==> src/rtl/adc_uart_responder_pkg.sv <==
// Shared protocol definitions for the ADC serial link: channel layout, command base,
// FSM state encodings and response byte packing.
package adc_uart_responder_pkg;

    localparam int              NUM_CH           = 4;
    localparam int              CH_W             = 10;
    localparam logic [7:0]      CMD_BASE_DEFAULT = 8'hA0;

    typedef enum logic [1:0] {
        RX_IDLE,
        RX_START,
        RX_DATA,
        RX_STOP
    } rx_state_t;

    typedef enum logic [1:0] {
        TX_IDLE,
        TX_START,
        TX_DATA,
        TX_STOP
    } tx_state_t;

    // A sample is sent high part first: two MSBs in byte0, low eight bits in byte1.
    function automatic logic [7:0] resp_byte0(input logic [CH_W-1:0] val);
        return {6'b0, val[9:8]};
    endfunction

    function automatic logic [7:0] resp_byte1(input logic [CH_W-1:0] val);
        return val[7:0];
    endfunction

endpackage

==> src/rtl/adc_uart_responder_uart_tx_byte.sv <==
// 8N1 byte transmitter. ready is high while idle and during the final stop-bit clock,
// so a byte loaded then follows the previous one with no idle gap.
module uart_tx_byte
    import adc_uart_responder_pkg::*;
#(
    parameter int CLKS_PER_BIT = 48
) (
    input  logic       clk12MHz,
    input  logic       resetq,
    input  logic       load,
    input  logic [7:0] data,
    output logic       ready,
    output logic       txd
);

    localparam int              CNT_W   = $clog2(CLKS_PER_BIT);
    localparam logic [CNT_W-1:0] BIT_TOP = CNT_W'(CLKS_PER_BIT - 1);

    tx_state_t        state;
    logic [CNT_W-1:0] cnt;
    logic [2:0]       bit_idx;
    logic [7:0]       shreg;

    assign ready = (state == TX_IDLE) || ((state == TX_STOP) && (cnt == '0));

    // NOTE: sequential state uses non-blocking assignments so every register samples
    // the pre-edge values of the others, independent of statement order.
    always_ff @(posedge clk12MHz or negedge resetq) begin
        if (!resetq) begin
            state   <= TX_IDLE;
            cnt     <= '0;
            bit_idx <= '0;
            shreg   <= '0;
            txd     <= 1'b1;
        end else begin
            case (state)
                TX_IDLE: begin
                    if (load) begin
                        state <= TX_START;
                        shreg <= data;
                        cnt   <= BIT_TOP;
                        txd   <= 1'b0;
                    end
                end
                TX_START: begin
                    if (cnt == '0) begin
                        state   <= TX_DATA;
                        cnt     <= BIT_TOP;
                        bit_idx <= '0;
                        txd     <= shreg[0];
                        shreg   <= {1'b0, shreg[7:1]};
                    end else begin
                        cnt <= cnt - 1'b1;
                    end
                end
                TX_DATA: begin
                    if (cnt == '0) begin
                        cnt <= BIT_TOP;
                        if (bit_idx == 3'd7) begin
                            state <= TX_STOP;
                            txd   <= 1'b1;
                        end else begin
                            bit_idx <= bit_idx + 1'b1;
                            txd     <= shreg[0];
                            shreg   <= {1'b0, shreg[7:1]};
                        end
                    end else begin
                        cnt <= cnt - 1'b1;
                    end
                end
                TX_STOP: begin
                    if (cnt == '0) begin
                        if (load) begin
                            state <= TX_START;
                            shreg <= data;
                            cnt   <= BIT_TOP;
                            txd   <= 1'b0;
                        end else begin
                            state <= TX_IDLE;
                        end
                    end else begin
                        cnt <= cnt - 1'b1;
                    end
                end
                default: state <= TX_IDLE;
            endcase
        end
    end

endmodule

==> src/rtl/adc_uart_responder.sv <==
// Device end of the ADC serial link: decodes 8N1 channel requests and answers each
// valid one with the 10-bit sample as two 8N1 bytes, with a one-deep pending slot.
module adc_uart_responder
    import adc_uart_responder_pkg::*;
#(
    parameter int         CLK_HZ   = 12_000_000,
    parameter int         BAUD     = 250_000,
    parameter logic [7:0] CMD_BASE = CMD_BASE_DEFAULT
) (
    input  logic                   clk12MHz,
    input  logic                   resetq,
    input  logic                   serialIn,
    output logic                   serialOut,
    input  logic [NUM_CH*CH_W-1:0] ch_values,
    output logic                   busy,
    output logic                   cmd_err,
    output logic                   overrun
);

    localparam int               CLKS_PER_BIT = CLK_HZ / BAUD;
    localparam int               CNT_W        = $clog2(CLKS_PER_BIT);
    localparam logic [CNT_W-1:0] BIT_TOP      = CNT_W'(CLKS_PER_BIT - 1);
    localparam logic [CNT_W-1:0] HALF_TOP     = CNT_W'(CLKS_PER_BIT / 2 - 1);

    logic rx_meta, rx_sync, rx_prev;

    always_ff @(posedge clk12MHz or negedge resetq) begin
        if (!resetq) begin
            rx_meta <= 1'b1;
            rx_sync <= 1'b1;
            rx_prev <= 1'b1;
        end else begin
            rx_meta <= serialIn;
            rx_sync <= rx_meta;
            rx_prev <= rx_sync;
        end
    end

    rx_state_t        rx_state;
    logic [CNT_W-1:0] rx_cnt;
    logic [2:0]       rx_bit_idx;
    logic [7:0]       rx_shift;

    // Requiring a high-to-low transition re-arms RX only after a low stop bit clears.
    logic rx_fall, stop_sample, byte_done, frame_err;
    assign rx_fall     = rx_prev & ~rx_sync;
    assign stop_sample = (rx_state == RX_STOP) && (rx_cnt == '0);
    assign byte_done   = stop_sample & rx_sync;
    assign frame_err   = stop_sample & ~rx_sync;

    always_ff @(posedge clk12MHz or negedge resetq) begin
        if (!resetq) begin
            rx_state   <= RX_IDLE;
            rx_cnt     <= '0;
            rx_bit_idx <= '0;
            rx_shift   <= '0;
        end else begin
            case (rx_state)
                RX_IDLE: begin
                    if (rx_fall) begin
                        rx_state <= RX_START;
                        rx_cnt   <= HALF_TOP;
                    end
                end
                RX_START: begin
                    if (rx_cnt == '0) begin
                        if (rx_sync) begin
                            rx_state <= RX_IDLE;
                        end else begin
                            rx_state   <= RX_DATA;
                            rx_cnt     <= BIT_TOP;
                            rx_bit_idx <= '0;
                        end
                    end else begin
                        rx_cnt <= rx_cnt - 1'b1;
                    end
                end
                RX_DATA: begin
                    if (rx_cnt == '0) begin
                        rx_shift <= {rx_sync, rx_shift[7:1]};
                        rx_cnt   <= BIT_TOP;
                        if (rx_bit_idx == 3'd7) begin
                            rx_state <= RX_STOP;
                        end else begin
                            rx_bit_idx <= rx_bit_idx + 1'b1;
                        end
                    end else begin
                        rx_cnt <= rx_cnt - 1'b1;
                    end
                end
                RX_STOP: begin
                    if (rx_cnt == '0) begin
                        rx_state <= RX_IDLE;
                    end else begin
                        rx_cnt <= rx_cnt - 1'b1;
                    end
                end
                default: rx_state <= RX_IDLE;
            endcase
        end
    end

    logic [7:0]      cmd_off;
    logic            cmd_known, cmd_ok, bad_cmd;
    logic [CH_W-1:0] snap_val;

    assign cmd_off   = rx_shift - CMD_BASE;
    assign cmd_known = (cmd_off >= 8'd1) && (cmd_off <= 8'(NUM_CH));
    assign cmd_ok    = byte_done & cmd_known;
    assign bad_cmd   = byte_done & ~cmd_known;

    // NOTE: every signal written in always_comb gets a default first, so no path
    // through the block leaves it unassigned and no latch is inferred.
    always_comb begin
        snap_val = '0;
        for (int i = 0; i < NUM_CH; i++) begin
            if (cmd_off == 8'(i + 1)) snap_val = ch_values[i*CH_W +: CH_W];
        end
    end

    logic            byte_sel;
    logic [CH_W-1:0] cur_val;
    logic            pend_valid;
    logic [CH_W-1:0] pend_val;
    logic            tx_ready, tx_load;
    logic [7:0]      tx_data;
    logic            send_byte1, resp_done, launch_new, launch_pend, to_pend, drop;

    // byte_sel set means byte1 of cur_val is still owed to the transmitter.
    assign send_byte1  = busy && byte_sel && tx_ready;
    assign resp_done   = busy && !byte_sel && tx_ready;
    assign launch_pend = resp_done && pend_valid;
    assign launch_new  = cmd_ok && (!busy || (resp_done && !pend_valid));
    assign to_pend     = cmd_ok && !launch_new && (!pend_valid || launch_pend);
    assign drop        = cmd_ok && !launch_new && !to_pend;

    always_comb begin
        tx_load = send_byte1 | launch_new | launch_pend;
        tx_data = resp_byte0(snap_val);
        if (send_byte1)       tx_data = resp_byte1(cur_val);
        else if (launch_pend) tx_data = resp_byte0(pend_val);
    end

    always_ff @(posedge clk12MHz or negedge resetq) begin
        if (!resetq) begin
            busy       <= 1'b0;
            byte_sel   <= 1'b0;
            cur_val    <= '0;
            pend_valid <= 1'b0;
            pend_val   <= '0;
            cmd_err    <= 1'b0;
            overrun    <= 1'b0;
        end else begin
            cmd_err <= bad_cmd | frame_err;
            overrun <= drop;

            if (launch_new) begin
                busy     <= 1'b1;
                byte_sel <= 1'b1;
                cur_val  <= snap_val;
            end else if (launch_pend) begin
                byte_sel <= 1'b1;
                cur_val  <= pend_val;
            end else if (send_byte1) begin
                byte_sel <= 1'b0;
            end else if (resp_done) begin
                busy <= 1'b0;
            end

            if (to_pend) begin
                pend_valid <= 1'b1;
                pend_val   <= snap_val;
            end else if (launch_pend) begin
                pend_valid <= 1'b0;
            end
        end
    end

    uart_tx_byte #(
        .CLKS_PER_BIT(CLKS_PER_BIT)
    ) u_tx (
        .clk12MHz(clk12MHz),
        .resetq  (resetq),
        .load    (tx_load),
        .data    (tx_data),
        .ready   (tx_ready),
        .txd     (serialOut)
    );

endmodule

==> config.mk <==
export PLATFORM = sky130hd
export DESIGN_NAME = adc_uart_responder
export DESIGN_NICKNAME = d
export VERILOG_FILES = /design/src/rtl/adc_uart_responder_pkg.sv /design/src/rtl/adc_uart_responder_uart_tx_byte.sv /design/src/rtl/adc_uart_responder.sv
export SDC_FILE = /design/constraint.sdc
export NUM_CORES = 1
export LEC_CHECK = 0
export CELL_PAD_IN_SITES_DETAIL_PLACEMENT = 0
export CELL_PAD_IN_SITES_GLOBAL_PLACEMENT = 2
export CORE_ASPECT_RATIO = 0.7
export CORE_MARGIN = 1.5
export CORE_UTILIZATION = 39
export CTS_CLUSTER_SIZE = 40
export DETAILED_ROUTE_END_ITERATION = 8
export PLACE_DENSITY_LB_ADDON = 0.1
export SYNTH_ARGS = -nofsm -noshare
export SYNTH_HDL_FRONTEND = slang
export SYNTH_SLANG_ARGS = --single-unit
==> constraint.sdc <==
create_clock -name clk12MHz -period 4.77 [get_ports clk12MHz]
set_input_delay 0.477 -clock clk12MHz [delete_from_list [all_inputs] [get_ports clk12MHz]]
set_output_delay 0.477 -clock clk12MHz [all_outputs]
set_load 0.005 [all_outputs]
==> run metrics <==
die height=around 88 um; Max-cap violations=0; final hold viol count=0; number of synthesized flops with an enable pin=0; first-pass GRT wire length=between 15,000 and 20,000 um; Placed Area=approximately 4600 sq um; Die X=about 120 um; kind of critical path=reg -> reg; CP max FO=15; Synth cell types=70; vias in the first global route=~3,100; critical path data required time=5.02 ns; Critical Path Sink Type=flop; Worst path depth=7; GP Congestion=roughly 0.84; # DRC=0; DR WL/cell=roughly 17 um; total die area=approximately 11,000 sq um; synth-to-layout area growth=21.17%; endpoints failing setup=0; worst-margin pin slew=between 0.8 and 0.9 ns; ys async rst share=100.0%; CTS tree=built; R2R Setup Slk=~1.7 ns; critical path's slowest cell=a211oi_4; DR pass1 iterations=4; final clock skew=~0.0046 ns; FF+latch count, synth=65; layout cells sized above 1=between 10% and 20%; Synth top area share=37.64%; Fmax=between 300 and 400 MHz; initial DRC count=roughly 150; simple-gate share of the synthesized area=between 10% and 20%; final setup margin=1.682 ns; count leader, synth=dfrtp_1; Max stage delay on crit path=~0.78 ns; CTS max path bufs=2; register area=roughly 1600 sq um; layout net count=517; Most used DFF post-synth=dfrtp_1; Seq/Total Area, Yosys=between 40% and 50%; post-route ant nets=0; hold_buf cts=0; # fillers=just over 900; Setup WS pre-CTS=1.677 ns; Post-Synthesis Cells=between 400 and 500; average size of a mapped cell=between 9 and 10 sq um; clock root cell=clkbuf_16; post-layout min period=a little over 3 ns; largest area contributor in the netlist=dfrtp_1; fin area=just under 5000 sq um; largest family of logic cells by synthesized area=compound AO/OA/AOI/OAI gates; H-tree lvl count=3; yosys warns=0; Sink Count=65; top cells by area, synth=dfrtp_1, mux2i_1, ha_1; fin crit share=64.74%; setup bufs post-CTS=0; Max-slew headroom=43.61%; Congestion Overflow GR=0; crit path from=u_tx.cnt[0]; Hold Path Class=in -> async; synthesized area=4055 sq um; initial antenna violation count=1; ant diodes=0; CTS resizes=0; Compound-Gate Fraction of Synth Area=20.77%; RSZ-0062 raised after global routing=false; largest net degree at the start of global routing=46; Slew Limit Fails=0; post-synthesis adder-cell area fraction=between 5 and 6%; DP HPWL=between 7000 and 8000 um; gr usage total=19.25%; Vias=3,162; kind of cell adding the most delay to the critical path=compound AO/OA/AOI/OAI gates; input/output buffers=46; Leak=around 0.0021 uW; mux contribution to synthesized area=between 10% and 20%; outcome=finished, final reports clean; FP Rows=30; xor-xnor portion of the synthesized cell area=less than 1%; P per Cell Area=~350 nW/um^2; FF-to-FF path depth=7; CP Launch Type=flop; clk slew on worst S/H paths=~0.060 ns; Worst Path Buf+Inv=1; CP arrival=about 3.3 ns; total CTS buffers=9; RR Endpoint=u_tx.shreg[2]; worst r2r src=u_tx.cnt[0]; latest clock arrival within the worst-skew pair=~0.33 ns; Synth top cells by count=dfrtp_1, inv_1, mux2i_1; TNS Setup=0 ns; final wirelength=9970 um; Initial Util=40.92%; Synthesized Nets=between 400 and 500; Core Region=about 9900 sq um; worst vdd rail ir drop=between 0.3 and 0.4 mV; Critical Path, Cell by Cell=inv_1 > ha_1 > nor2b_1 > nand4_2 > a211oi_4 > o32a_1 > mux2i_1; Ports=47; area of the multi-input gates=2161 sq um; vias per inst=between 5 and 6
==> worst register-to-register path: cells and delay by family, from the launching register on <==
family	cells	cell delay, ns
muxes	1	0.25
AOI/OAI and AO/OA	2	1.40
DFF	1	0.40
adders and majority gates	1	0.17
buffers and inverters	1	0.11
and+or+nand+nor	2	0.67
==> layout by cell type (no fill, tap or decap), types with 3 or more instances in the layout <==
master	netlist	routed
a211oi_1	3	3
a21oi_1	17	17
a221oi_1	4	4
a22o_1	13	13
a22oi_1	6	6
a31oi_1	4	4
and2_1	4	4
clkbuf_16	0	9
clkdlybuf4s50_1	0	45
dfrtp_1	61	61
dfstp_2	4	4
ha_1	18	18
inv_1	43	43
mux2_2	9	9
mux2i_1	43	43
nand2_1	24	24
nand2b_1	4	4
nand3_1	5	5
nor2_1	24	24
nor2b_1	5	5
nor3_1	8	8
o211ai_1	3	3
o21ai_0	38	38
o21ai_1	3	3
or2_2	3	3
==> layer usage <==
layer	routed length [um]	global-route usage, %
met1	5516	29.09
met2	3837	25.87
met3	537	5.502
met4	65	6.818
met5	12	0
==> flip-flops by register name, indices dropped and copies added, names as in the netlist, 2 cells and up, named ones only <==
| signal | cells |
|---|---|
| u_tx.cnt | 6 |
| pend_val | 10 |
| cur_val | 8 |
| u_tx.shreg | 8 |
| rx_bit_idx | 3 |
| u_tx.state | 2 |
| rx_shift | 8 |
| u_tx.bit_idx | 3 |
| rx_cnt | 6 |
==> power by group <==
| group | switching [uW] | total (uW) | internal, uW |
|---|---|---|---|
| combinational | 197 | 352 | 155 |
| clock | 253 | 726 | 473 |
| sequential | 42.8 | 639 | 596 |
| total | 493 | 1720 | 1220 |
==> worst max-delay path by stage <==
stage	slack, ns	end
finish	1.68	u_tx.shreg[2]
CTS	1.62	u_tx.shreg[2]
floorplan	2.76	u_tx.shreg[6]
global placement	1.81	u_tx.shreg[5]
global route	1.40	u_tx.shreg[2]
detailed placement	1.68	u_tx.shreg[0]
==> logic make-up after synthesis <==
group | count (synthesis)
adder cells (fa/ha/maj) | 18
multiplexers | 53
flip-flops | 65
buffers and inverters | 62
XOR/XNOR | 2
AND/OR/NAND/NOR | 96
AO/OA/AOI/OAI | 120
==> area by class of cell <==
class                      count  area share (%)
tap                          128           3.259
clock inverter                 6           1.833
inverter                      43           3.285
sequential                    65           33.21
timing repair buffer          48           9.575
multi-input combinational    289           43.98
clock buffer                  10           4.864
==> through the flow <==
| stage | hold WS [ns] | std cells | power (uW) | utilization [%] |
|---|---|---|---|---|
| after floorplan | 0.1814 | 416 | 885.2 | - |
| after global placement | 0.3462 | 573 | 998.0 | 46.26 |
| after detailed placement | 0.3472 | 573 | 996.8 | 46.26 |
| after CTS | 0.1226 | 589 | 1735 | 49.58 |
| after global routing | 0.1453 | 589 | 1815 | 49.58 |
| final | 0.1137 | 589 | 1717 | 49.58 |
(Power assumes the default switching activity.)
